File: config.mk
export PLATFORM = sky130hd
export DESIGN_NAME = bv_update_sched
export DESIGN_NICKNAME = d
export VERILOG_FILES = /design/src/rtl/bv_update_sched.sv
export SDC_FILE = /design/constraint.sdc
export NUM_CORES = 1
export LEC_CHECK = 0
export CORE_MARGIN = 2
export CORE_UTILIZATION = 25
export CTS_CLUSTER_SIZE = 24
export DETAILED_ROUTE_END_ITERATION = 12
export HOLD_SLACK_MARGIN = 0.15
export SLEW_MARGIN = 20
export SYNTH_ARGS = -nofsm -noshare
export SYNTH_HDL_FRONTEND = slang
export SYNTH_SLANG_ARGS = --single-unit
File: constraint.sdc
create_clock -name clk -period 2 [get_ports clk]
set_input_delay 0.4 -clock clk [delete_from_list [all_inputs] [get_ports clk]]
set_output_delay 0.4 -clock clk [all_outputs]
set_load 0.005 [all_outputs]
File: src/rtl/bv_update_sched.sv
// Shares the search-engine RAMs between the key stream and table updates; keys pass through registered (1 cycle),
// updates wait for a pipeline drain, and key_req_ready drops while an update is forced, draining or executing.
module bv_update_sched #(
  parameter int DRAIN_CYCLES  = 4,
  parameter int MAX_KEY_BURST = 8,
  parameter int RD_TIMEOUT    = 15
) (
  input  logic        clk,
  input  logic        reset,
  input  logic        key_req_valid,
  input  logic [71:0] key_req,
  output logic        key_req_ready,
  output logic        key_out_valid,
  output logic [71:0] key_out,
  input  logic        upd_req_valid,
  input  logic        upd_rd_wr,
  input  logic [2:0]  upd_stage,
  input  logic [8:0]  upd_addr,
  input  logic [35:0] upd_data,
  output logic        upd_ack,
  output logic        upd_err,
  output logic [35:0] upd_rd_data,
  output logic [7:0]  set_valid,
  output logic [7:0]  read_valid,
  output logic [8:0]  ram_addr,
  output logic [35:0] ram_data,
  input  logic        eng_rd_valid,
  input  logic [35:0] eng_rd_data
);

  typedef enum logic [2:0] {RUN, DRAIN, WRITE, READ, RD_WAIT} state_t;

  localparam logic [3:0] DRAIN_LAST = 4'(DRAIN_CYCLES - 1);
  localparam logic [7:0] BURST_MAX  = 8'(MAX_KEY_BURST);
  localparam logic [7:0] TO_MAX     = 8'(RD_TIMEOUT);

  state_t      state, state_nxt;
  logic [7:0]  burst_cnt;
  logic [3:0]  drain_cnt;
  logic [7:0]  to_cnt;
  logic        rd_done;
  logic [35:0] rd_data_q;
  logic        force_upd, key_accept, rd_timeout;

  assign force_upd     = upd_req_valid & (burst_cnt == BURST_MAX);
  assign key_req_ready = ~reset & (state == RUN) & ~force_upd;
  assign key_accept    = key_req_valid & key_req_ready;
  assign rd_timeout    = (state == RD_WAIT) & ~rd_done & (to_cnt == TO_MAX);

  always_ff @(posedge clk) begin
    if (reset) state <= RUN;
    else       state <= state_nxt;
  end

  // A key offered alongside a pending update wins until the burst limit is hit.
  always_comb begin
    state_nxt = state;
    case (state)
      RUN:     if (upd_req_valid && (!key_req_valid || force_upd)) state_nxt = DRAIN;
      DRAIN:   if (drain_cnt == DRAIN_LAST) state_nxt = upd_rd_wr ? READ : WRITE;
      WRITE:   state_nxt = RUN;
      READ:    state_nxt = RD_WAIT;
      RD_WAIT: if (rd_done || rd_timeout) state_nxt = RUN;
      default: state_nxt = RUN;
    endcase
  end

  always_ff @(posedge clk) begin
    if (reset) begin
      key_out_valid <= 1'b0;
      key_out       <= '0;
      burst_cnt     <= '0;
      drain_cnt     <= '0;
      to_cnt        <= '0;
      rd_done       <= 1'b0;
      rd_data_q     <= '0;
    end else begin
      key_out_valid <= key_accept;
      if (key_accept) key_out <= key_req;

      if (!upd_req_valid || state_nxt != RUN) burst_cnt <= '0;
      else if (key_accept && burst_cnt != BURST_MAX) burst_cnt <= burst_cnt + 8'd1;

      drain_cnt <= (state == DRAIN) ? drain_cnt + 4'd1 : 4'd0;

      // Read data is captured here and acknowledged in the following RD_WAIT cycle.
      if (state != RD_WAIT) to_cnt <= '0;
      else if (!rd_done && !eng_rd_valid && to_cnt != TO_MAX) to_cnt <= to_cnt + 8'd1;

      rd_done <= (state == RD_WAIT) && (state_nxt == RD_WAIT) && (rd_done || eng_rd_valid);
      if (state == RD_WAIT && !rd_done && eng_rd_valid) rd_data_q <= eng_rd_data;
    end
  end

  always_comb begin
    set_valid   = '0;
    read_valid  = '0;
    ram_addr    = '0;
    ram_data    = '0;
    upd_ack     = 1'b0;
    upd_err     = 1'b0;
    upd_rd_data = '0;
    if (!reset) begin
      case (state)
        WRITE: begin
          set_valid = 8'b1 << upd_stage;
          ram_addr  = upd_addr;
          ram_data  = upd_data;
          upd_ack   = 1'b1;
        end
        READ: begin
          read_valid = 8'b1 << upd_stage;
          ram_addr   = upd_addr;
        end
        RD_WAIT: begin
          if (rd_done) begin
            upd_ack     = 1'b1;
            upd_rd_data = rd_data_q;
          end else if (rd_timeout) begin
            upd_ack = 1'b1;
            upd_err = 1'b1;
          end
        end
        default: ;
      endcase
    end
  end

endmodule

==> flow_metrics.env <==
export IMPL_synth_warnings=0
export IMPL_worst_path_buf_inv=1
export IMPL_antenna_cells_inserted=0
export IMPL_synth_top_area_frac=0.4755
export IMPL_synth_seq_area_share=0.4755
export IMPL_grt_use_total=0.1871
export IMPL_worstSkewPairLatency_ns=0.42
export IMPL_clkTransAtPathRegs_ns=0.06
export IMPL_max_stage_delay_ns=0.53
export IMPL_critical_path_top_delay_family="simple AND/OR/NAND/NOR gates"
export IMPL_synth_area_leaders="dfxtp_1, nand2_1, a21oi_1"
export IMPL_layout_drive_gt1_share=0.4864
export IMPL_grt_max_degree=71
export IMPL_die_w_um=153.7
export IMPL_die_area_mm2=0.02361
export IMPL_violations="setup timing"
export IMPL_yosysTopAreaCell="dfxtp_1"
export IMPL_cts_max_level=4
export IMPL_syn_mean_instance_area_um2=7.766
export IMPL_first_iter_violations=206
export IMPL_ir_drop_mv=0.4326
export IMPL_finClkSkew_ns=0.01320
export IMPL_netlist_area_mm2=0.005599
export IMPL_crit_arrival_ns=1.90
export IMPL_hold_class="flop to flop"
export IMPL_powerDensity_mw_per_mm2=564.4
export IMPL_overflow=0
export IMPL_synth_enable_flop_cells=0
export IMPL_antenna_found_initial=0
export IMPL_initial_core_util=0.2558
export IMPL_synth_seq_cells=133
export IMPL_crit_required_ns=1.60
export IMPL_start_kind="flop"
export IMPL_rows=54
export IMPL_criticalPathCategory="flop to output port"
export IMPL_drtPass1Iterations=4
export IMPL_final_cell_mix="clkdlybuf4s50_1, dfxtp_1, buf_6"
export IMPL_numPortBuffers=334
export IMPL_finalCritPeriodShare=1.150
export IMPL_p_leak_nw=5.273
export IMPL_maxCapViolCount=0
export IMPL_synth_cell_types=41
export IMPL_layout_nets=1330
export IMPL_synthAdderAreaFrac=0.008939
export IMPL_utilization=0.5837
export IMPL_num_vias=6555
export IMPL_synthSimpleGateAreaFrac=0.3191
export IMPL_status="finished with violations"
export IMPL_rr_worst_depth=11
export IMPL_clock_fmax_mhz=434.8
export IMPL_slowest_stage="or4_4"
export IMPL_cts_buffers_inserted=17
export IMPL_die_h_um=153.7
export IMPL_grt_pass1_vias=6709
export IMPL_finalCriticalPeriod_ns=2.300
export IMPL_synth_ff_type="dfxtp_1"
export IMPL_synth_top_family_by_area="simple AND/OR/NAND/NOR gates"
export IMPL_max_slew_margin=0.3382
export IMPL_crit_chain="or4_4 > or2_4 > and2_4 > o21bai_4 > buf_2"
export IMPL_pre_cts_slack_ns=-0.3309
export IMPL_maxSlewViolCount=0
export IMPL_syn_nets=887
export IMPL_gp_congestion=0.8227
export IMPL_grt_pass1_wl_um=35330
export IMPL_async_reset_ff_frac=0
export IMPL_cts_tree="yes"
export IMPL_wirelength_um=23250
export IMPL_end_kind="output port"
export IMPL_coreArea_mm2=0.02189
export IMPL_syn2layout_area_growth_pct=128.2
export IMPL_n_fill_cell=1926
export IMPL_cp_num_cells=5
export IMPL_synth_compound_area_frac=0.1267
export IMPL_finalSetupViolCount=153
export IMPL_synth_mux_area_frac=0.001788
export IMPL_cp_max_fo=3
export IMPL_clock_sinks=133
export IMPL_postSynthCellCount=721
export IMPL_hold_viol=0
export IMPL_root_buffer="clkbuf_16"
export IMPL_routed_via_density=4.502
export IMPL_worst_pin_slew_ns=0.9928
export IMPL_ff_latch_area_mm2=0.002671
export IMPL_rsz0062_at_grt="yes"
export IMPL_synth_xor_area_frac=0.02034
export IMPL_multi_input_area_mm2=0.004004
export IMPL_hold_path_cell_count=1
export IMPL_wl_per_cell_um=15.97
export IMPL_cts_buffer_depth=2
export IMPL_detail_route_antenna_nets=0
export IMPL_dp_final_hpwl_um=13980
export IMPL_finalWorstSetupSlack_ns=-0.2997
export IMPL_io_pins=335
export IMPL_drc=0
export IMPL_layout_commonest_cell="clkdlybuf4s50_1"
## metal layers
metal,share of wire,wire (um),vias to the layer above,track usage
met2,0.52,12040,224,0.3270
met4,0.021,490,0,0.06903
met1,0.40,9378,3065,0.2230
li1,-,-,3233,-
met3,0.058,1348,33,0.04425
met5,0,0,-,0
## where the power goes
| part | switching (mW) | internal, mW | leakage (nW) |
|---|---|---|---|
| Combinational | 0.489 | 0.722 | 3.91 |
| Sequential | 0.0529 | 2.72 | 1.08 |
| Clock | 1.25 | 1.97 | 0.285 |
## per-stage QoR
stage / hold slack [ns] / power (mW) / TNS [ns] / instance area, um^2 / std cells
detailed placement: 0.4424 / 3.601 / -24.98 / 9623 / 1352
global placement: 0.4326 / 3.595 / -24.45 / 9623 / 1352
global route: 0.4700 / 7.472 / -32.48 / 12780 / 1456
CTS: 0.4446 / 7.176 / -28.76 / 12090 / 1463
floorplan: 0.4179 / 3.038 / -7.257 / 5610 / 721
finish: 0.4469 / 7.212 / -19.21 / 12780 / 1456
## area by class of cell
class	instances	share of cell area
Clock inverter	13	0.01332
Multi-Input combinational cell	535	0.3134
Timing Repair inverter	1	0.001567
Clock buffer	18	0.03359
Inverter	6	0.003819
Tap cell	280	0.02742
Timing Repair Buffer	470	0.3979
Sequential cell	133	0.2091
## sequential cells by signal, indices dropped and copies added (netlist names)
| signal | cells |
|---|---|
| key_out_valid | 1 |
| state | 3 |
| rd_done | 1 |
| burst_cnt | 8 |
| rd_data_q | 36 |
| drain_cnt | 4 |
| to_cnt | 8 |
| key_out | 72 |
## cells by family after synthesis
logic type | after synthesis
AOI/OAI and AO/OA | 130
muxes | 1
and+or+nand+nor | 387
adders and majority gates | 4
xor gates and xnor gates | 13
DFF | 133
buffers and inverters | 53
## cell usage after synthesis, drive strengths merged, types with 2 or more instances
cell type    n
o211ai       3
or4          2
ha           4
inv          6
and3         3
nand3        7
nand2b       3
nor3         7
nand2      226
o31ai        2
o2111ai      3
a21oi      113
nor4         3
and2        85
buf         17
nor2b        3
xor2        10
dfxtp      133
clkbuf      30
xnor2        3
o21ai        4
nor2        36
nand4        2
or3          2
## final timing paths
path / start / slack [ns] / endpoint
setup / recovery: to_cnt[4] / -0.30 / upd_ack
hold / removal: drain_cnt[0] / 0.45 / drain_cnt[0]
setup reg to reg: burst_cnt[1] / -0.21 / key_out[70]
hold reg to reg: drain_cnt[0] / 0.45 / drain_cnt[0]
## timing repair
item / CTS / global route
cloned: 26 / 1
setup buffers: 55 / 13
hold buffers: 0 / 0
gates resized for setup: 659 / 307
pin swaps: 159 / 133
hold endpoints to repair: 0 / 0
setup endpoints to repair: 172 / 217
(Power assumes the default switching activity.)
